==> src/rtl/move_undo_stack_pkg.sv <==
// Shared move-entry layout, FSM encoding and sel encode/decode helpers for the undo stack.
package move_undo_stack_pkg;

  localparam int unsigned MOVE_W  = 4;
  localparam int unsigned NROW_B  = 3;
  localparam int unsigned SEL_LSB = 1;
  localparam int unsigned ADDN_B  = 0;

  typedef enum logic [2:0] {
    ST_IDLE  = 3'd0,
    ST_POP   = 3'd1,
    ST_ISSUE = 3'd2,
    ST_GAP   = 3'd3,
    ST_DONE  = 3'd4
  } state_e;

  function automatic logic [1:0] onehot_to_idx(input logic [3:0] sel);
    logic [1:0] idx;
    idx = 2'd0;
    case (sel)
      4'b0010: idx = 2'd1;
      4'b0100: idx = 2'd2;
      4'b1000: idx = 2'd3;
      default: idx = 2'd0;
    endcase
    return idx;
  endfunction

  function automatic logic [3:0] idx_to_onehot(input logic [1:0] idx);
    return 4'b0001 << idx;
  endfunction

  function automatic logic [MOVE_W-1:0] pack_move(input logic nrow, input logic [3:0] sel,
                                                  input logic addn);
    logic [MOVE_W-1:0] m;
    m = '0;
    m[NROW_B]          = nrow;
    m[SEL_LSB +: 2]    = onehot_to_idx(sel);
    m[ADDN_B]          = addn;
    return m;
  endfunction

endpackage

==> src/rtl/move_ring_buffer.sv <==
// Circular move store: synchronous write on push, synchronous read of the newest entry on pop.
module move_ring_buffer
  import move_undo_stack_pkg::*;
#(
  parameter  int unsigned DEPTH = 32,
  localparam int unsigned AW    = $clog2(DEPTH),
  localparam int unsigned CW    = $clog2(DEPTH) + 1
) (
  input  logic              clk,
  input  logic              reset,
  input  logic              push_i,
  input  logic [MOVE_W-1:0] wdata_i,
  input  logic              pop_i,
  output logic [MOVE_W-1:0] rdata_o,
  output logic [CW-1:0]     count_o
);

  logic [MOVE_W-1:0] mem_q [DEPTH];
  logic [AW-1:0]     wp_q;
  logic [CW-1:0]     count_q;
  logic [MOVE_W-1:0] rdata_q;

  always_ff @(posedge clk) begin
    if (push_i) mem_q[wp_q] <= wdata_i;
  end

  // A push at full capacity overwrites the oldest slot, so count saturates at DEPTH.
  always_ff @(posedge clk) begin
    if (reset) begin
      wp_q    <= '0;
      count_q <= '0;
      rdata_q <= '0;
    end else if (push_i) begin
      wp_q <= wp_q + AW'(1);
      if (count_q != CW'(DEPTH)) count_q <= count_q + CW'(1);
    end else if (pop_i) begin
      rdata_q <= mem_q[wp_q - AW'(1)];
      wp_q    <= wp_q - AW'(1);
      if (count_q != '0) count_q <= count_q - CW'(1);
    end
  end

  assign rdata_o = rdata_q;
  assign count_o = count_q;

endmodule

==> src/rtl/move_undo_stack.sv <==
// Records grid moves and replays them newest-first with inverted direction.
// Optional feature macro: UNDO_SINGLE_STEP_EN (adds step_i; replay advances only on step pulses).
module move_undo_stack
  import move_undo_stack_pkg::*;
#(
  parameter  int unsigned DEPTH    = 32,
  parameter  int unsigned FIRE_GAP = 16,
  localparam int unsigned CW       = $clog2(DEPTH) + 1
) (
  input  logic          clk,
  input  logic          reset,
  input  logic          rec_valid_i,
  input  logic          rec_nrow_i,
  input  logic [3:0]    rec_sel_i,
  input  logic          rec_addn_i,
  input  logic          undo_start_i,
`ifdef UNDO_SINGLE_STEP_EN
  input  logic          step_i,
`endif
  output logic          out_fire_o,
  output logic          out_nrow_o,
  output logic [3:0]    out_sel_o,
  output logic          out_addn_o,
  output logic          busy_o,
  output logic          done_o,
  output logic [CW-1:0] count_o,
  output logic          lost_o
);

  localparam int unsigned GW = $clog2(FIRE_GAP + 1);
  localparam logic [GW-1:0] GAP_POP  = GW'(FIRE_GAP - 2);
  localparam logic [GW-1:0] GAP_DONE = GW'(FIRE_GAP - 1);
`ifdef UNDO_SINGLE_STEP_EN
  localparam logic [GW-1:0] GAP_SAT  = GW'(FIRE_GAP);
`else
  localparam logic [GW-1:0] GAP_SAT  = GAP_DONE;
`endif

  state_e            state_q;
  logic [GW-1:0]     gap_q;
  logic              fire_q, nrow_q, addn_q, busy_q, done_q, lost_q;
  logic [3:0]        sel_q;
  logic [MOVE_W-1:0] rdata;
  logic [CW-1:0]     count;
  logic              push_ok_c, pop_c, full_c, gap_exit_c;

  always_comb begin
    push_ok_c = (state_q == ST_IDLE) && rec_valid_i && $onehot(rec_sel_i);
    pop_c     = (state_q == ST_POP);
    full_c    = (count == CW'(DEPTH));
`ifdef UNDO_SINGLE_STEP_EN
    gap_exit_c = step_i && (gap_q >= GAP_SAT);
`else
    // Leaving for POP takes two more cycles to fire; leaving for DONE takes one to pulse done.
    gap_exit_c = (count != '0) ? (gap_q == GAP_POP) : (gap_q == GAP_DONE);
`endif
  end

  move_ring_buffer #(.DEPTH(DEPTH)) u_ring (
    .clk     (clk),
    .reset   (reset),
    .push_i  (push_ok_c),
    .wdata_i (pack_move(rec_nrow_i, rec_sel_i, rec_addn_i)),
    .pop_i   (pop_c),
    .rdata_o (rdata),
    .count_o (count)
  );

  always_ff @(posedge clk) begin
    if (reset) begin
      state_q <= ST_IDLE;
      gap_q   <= '0;
      fire_q  <= 1'b0;
      nrow_q  <= 1'b0;
      sel_q   <= 4'b0000;
      addn_q  <= 1'b0;
      busy_q  <= 1'b0;
      done_q  <= 1'b0;
      lost_q  <= 1'b0;
    end else begin
      fire_q <= 1'b0;
      done_q <= 1'b0;
      if (push_ok_c && full_c) lost_q <= 1'b1;
      case (state_q)
        ST_IDLE: begin
          if (undo_start_i) begin
            busy_q  <= 1'b1;
            state_q <= (count != '0 || push_ok_c) ? ST_POP : ST_DONE;
          end
        end
        ST_POP:   state_q <= ST_ISSUE;
        ST_ISSUE: begin
          fire_q  <= 1'b1;
          nrow_q  <= rdata[NROW_B];
          sel_q   <= idx_to_onehot(rdata[SEL_LSB +: 2]);
          addn_q  <= ~rdata[ADDN_B];
          gap_q   <= GW'(1);
          state_q <= ST_GAP;
        end
        ST_GAP: begin
          if (gap_exit_c)          state_q <= (count != '0) ? ST_POP : ST_DONE;
          else if (gap_q != GAP_SAT) gap_q <= gap_q + GW'(1);
        end
        ST_DONE: begin
          done_q  <= 1'b1;
          busy_q  <= 1'b0;
          sel_q   <= 4'b0000;
          lost_q  <= 1'b0;
          state_q <= ST_IDLE;
        end
        default: state_q <= ST_IDLE;
      endcase
    end
  end

  assign out_fire_o = fire_q;
  assign out_nrow_o = nrow_q;
  assign out_sel_o  = sel_q;
  assign out_addn_o = addn_q;
  assign busy_o     = busy_q;
  assign done_o     = done_q;
  assign count_o    = count;
  assign lost_o     = lost_q;

endmodule

==> config.mk <==
export PLATFORM = sky130hd
export DESIGN_NAME = move_undo_stack
export DESIGN_NICKNAME = d
export VERILOG_FILES = /design/src/rtl/move_undo_stack_pkg.sv /design/src/rtl/move_ring_buffer.sv /design/src/rtl/move_undo_stack.sv
export SDC_FILE = /design/constraint.sdc
export NUM_CORES = 1
export LEC_CHECK = 0
export CORE_MARGIN = 2
export CORE_UTILIZATION = 24
export DETAILED_ROUTE_END_ITERATION = 6
export PLACE_DENSITY_LB_ADDON = 0.3
export SYNTH_ARGS = -nofsm -noshare
export SYNTH_HDL_FRONTEND = slang
export SYNTH_HIERARCHICAL = 1
export SYNTH_SLANG_ARGS = --single-unit
export TNS_END_PERCENT = 1
==> constraint.sdc <==
create_clock -name clk -period 6.4 [get_ports clk]
set_clock_uncertainty 0.05 [all_clocks]
set_input_delay 1.28 -clock clk [delete_from_list [all_inputs] [get_ports clk]]
set_output_delay 1.28 -clock clk [all_outputs]
set_load 0.02 [all_outputs]
==> flow_summary.toml <==
[grt]
grt_pass1_wl_mm = 24.0
grt_pass1_vias = 4283
antenna_found_initial = 0
overflow = 0
grt_max_degree = 37
grt_use_total = 0.103

[final_layout]
register_area_um2 = 4510
antenna_cells = 0
area_growth_syn_to_layout_pct = 16.6
multi_input_area_um2 = 2430
drive_gt1_frac = 0.161
fill_cells = 2909
finalNetCount = 530
post-route-util = 0.282

[clocking]
clk_latency_ps = 420
numCtsBuffers = 17
cts_buffer_depth = 2
cts-resized-gates = 0
clk_pin_slew_ps = 70
tritoncts = "done"
holdBufCountCts = 0
post-cts-setup-buffers = 0
clock-sinks = 161
h-tree-depth = 4
root_buffer = "clkbuf_16"

[synthesis]
synth_cell_types = 64
ys_warn_count = 6
synthTopCellsByArea = "edfxtp_1 (54%), dfxtp_1 (9.3%), mux4_2 (8.5%), nor2_1 (3.3%), ha_1 (2.6%)"
synth_top_area_frac = 0.540
yosysTopAreaCell = "edfxtp_1"
synth-edff-count = 128
synth_nets = 501
ys_seq_area_frac = 0.633
synthArstFlopShare = 0
syn_area_um2 = 7120
synth_cells = 474
avgSynthCellArea_um2 = 15.0
synth-seq-cells = 161
yosys_most_used_dff = "edfxtp_1"

[timing]
post-route-period-util = 0.740
report.final.hold_viol_count = 0
finalSetupViolCount = 0
setup-tns-final_ps = 0
finalWorstSetupSlack_ps = 1670
rsz0062_at_grt = "no"
whs_ps = 418
fmax_ghz = 0.211
tightest_slew_ps = 1220
relSlewSlack = 0.185
fin_crit_ps = 4730
slew_violations = 0

[worst_setup_path]
startpoint_type = "input pin"
arrival_ps = 5040
path_buf_inv = 4
crit_slowest_cell = "clkdlybuf4s50_1"
slowest_delay_ps = 540
worstPathCellList = "clkdlybuf4s50_1 -> inv_1 -> fa_1 -> inv_1 -> ha_1 -> ha_1 -> nand4bb_1 -> nor3_1 -> inv_1 -> ha_1 -> o21ai_0 -> o21ai_0 -> o41ai_1 -> or4_1 -> a21oi_1"
reg2reg_slack_ps = 2890
critical_path_class = "in -> reg"
crit_path_max_fanout = 6
crit_path_end_kind = "flop"
critical_path.top_delay_family = "adder cells"
critical_path_required_ps = 6710

[placement]
gp_congestion = 0.743
place_hpwl_mm = 9.72
pre_cts_ws_ps = 1250
portBuffers = 25

[routing]
drc_errors = 0
vias_per_cell = 4.45
finalWirelength_mm = 15.3
drtPass1Iterations = 4
num_vias = 4029
post_drt_wl_per_cell_um = 16.8
drtIter0Drc = 280
detail-route-antenna-nets = 0

[die]
fp.dieW_um = 176
design.die.area_um2 = 31100
core-area_um2 = 29400
initial_utilization = 0.242
die_y_um = 176
ios = 26
rows = 63

[pwr]
power.switching_mw = 1.24
finalPower_mw = 3.53
seqPwrFrac = 0.364
intPower_mw = 2.29
p_leak_nw = 2.61
peakVddDrop_v = 0.000178
comb_power_share = 0.375
switching_share = 0.352
powerDensity_nw_per_um2 = 425
clkPwrFrac = 0.261

[min_path]
hold_path.class = "reg -> reg"

[run]
cap_viol_max_count = 0

[outcome]
outcome = "finished, final reports clean"
logic make-up after synthesis:
logic type	count (synthesis)	share of synthesized area
and+or+nand+nor	142	0.102
xor gates and xnor gates	13	0.0197
DFF	161	0.633
AOI/OAI and AO/OA	63	0.0650
muxes	45	0.123
adders and majority gates	17	0.0320
buffers and inverters	33	0.0262
per-stage QoR:
| stage | area (µm²) | cells |
|---|---|---|
| 2_1_floorplan | 7120 | 474 |
| 3_3_place_gp | 7760 | 874 |
| 3_5_place_dp | 7760 | 874 |
| 6_report | 8300 | 906 |
| 5_1_grt | 8300 | 906 |
| 4_1_cts | 8300 | 906 |
power groups by stage:
stage / registers [mW] / clock network [mW] / logic (mW)
after detailed placement: 1.31 / 0 / 1.33
after CTS: 1.28 / 0.951 / 1.34
final: 1.28 / 0.922 / 1.32
after global placement: 1.30 / 0 / 1.32
after floorplan: 1.28 / 0 / 1.07
after global routing: 1.29 / 0.985 / 1.44
layout by cell type, fill, tap and decap left out, types with 12 or more instances in the layout:
cell type and count:
mux4_2 27, inv_1 13, edfxtp_1 128, dfxtp_1 32, a211oi_1 12, nor2_1 61, clkbuf_16 17, nand2_1 23
ha_1 14, clkdlybuf4s50_1 25
flip-flops by register name (all words and copies together), names as in the netlist:
register        cells
busy_o              1
done_o              1
gap_q               5
lost_o              1
out_addn_o          1
out_fire_o          1
out_nrow_o          1
out_sel_o           4
state_q             3
u_ring/count_o      6
u_ring/mem_q      128
u_ring/rdata_o      4
u_ring/wp_q         5
final cells by class:
cell class	count	area share
Tap cell	390	0.0588
Timing Repair Buffer	30	0.0347
Clock buffer	18	0.0517
Clock inverter	14	0.0128
Inverter	13	0.00588
Sequential cell	161	0.543
Multi-Input combinational cell	280	0.293
per-layer routing:
metal  up-vias  part of all wire  GRT usage  wire length (µm)
met5         -                 0          0                 0
met4         0             0.016     0.0437               242
met3        19             0.034     0.0228               512
met2        80              0.52      0.183              7990
met1      2054              0.43      0.120              6510
li1       1876                 -          -                 -
worst paths after layout:
kind | from | endpoint | cells after the start
min | gap_q[4]$_SDFFE_PP0P_ | gap_q[4]$_SDFFE_PP0P_ | 2
max | rec_sel_i[3] | u_ring/count_o[5]$_SDFFE_PP0P_ | 15
min reg2reg | gap_q[4]$_SDFFE_PP0P_ | gap_q[4]$_SDFFE_PP0P_ | 2
max reg2reg | u_ring/wp_q[0]$_SDFFE_PP0P_ | u_ring/rdata_o[1]$_SDFFE_PP0P_ | 8
synthesized netlist by cell type (2+ instances only):
cell type,instances
nand4b_1,2
dfxtp_1,33
and3_1,3
a211oi_1,12
fa_1,2
xnor2_1,8
mux2i_1,9
a2111oi_1,3
a32oi_1,4
buf_2,5
or2_2,2
buf_6,7
a21o_1,2
nand3b_1,2
nand3_1,5
mux4_1,5
nor3b_2,2
or3b_2,2
ha_1,15
nor3_1,7
a21oi_1,10
and2b_1,5
and2_1,3
o21ai_0,10
clkbuf_1,6
mux4_2,27
o41ai_1,2
nand2_1,23
or4_1,2
xor2_1,3
nor2_1,62
nor3b_1,3
or3_1,2
a31oi_1,3
mux2_2,4
o21bai_1,4
nor2b_1,9
inv_1,13
edfxtp_1,128
worst min-delay path: cells and delay by family (launching register included):
kind             cells  cell delay, ps
flip-flops           1             320
AO/OA/AOI/OAI        1              50
AND/OR/NAND/NOR      1              50
Note: power is estimated with default switching activity, not from simulation.
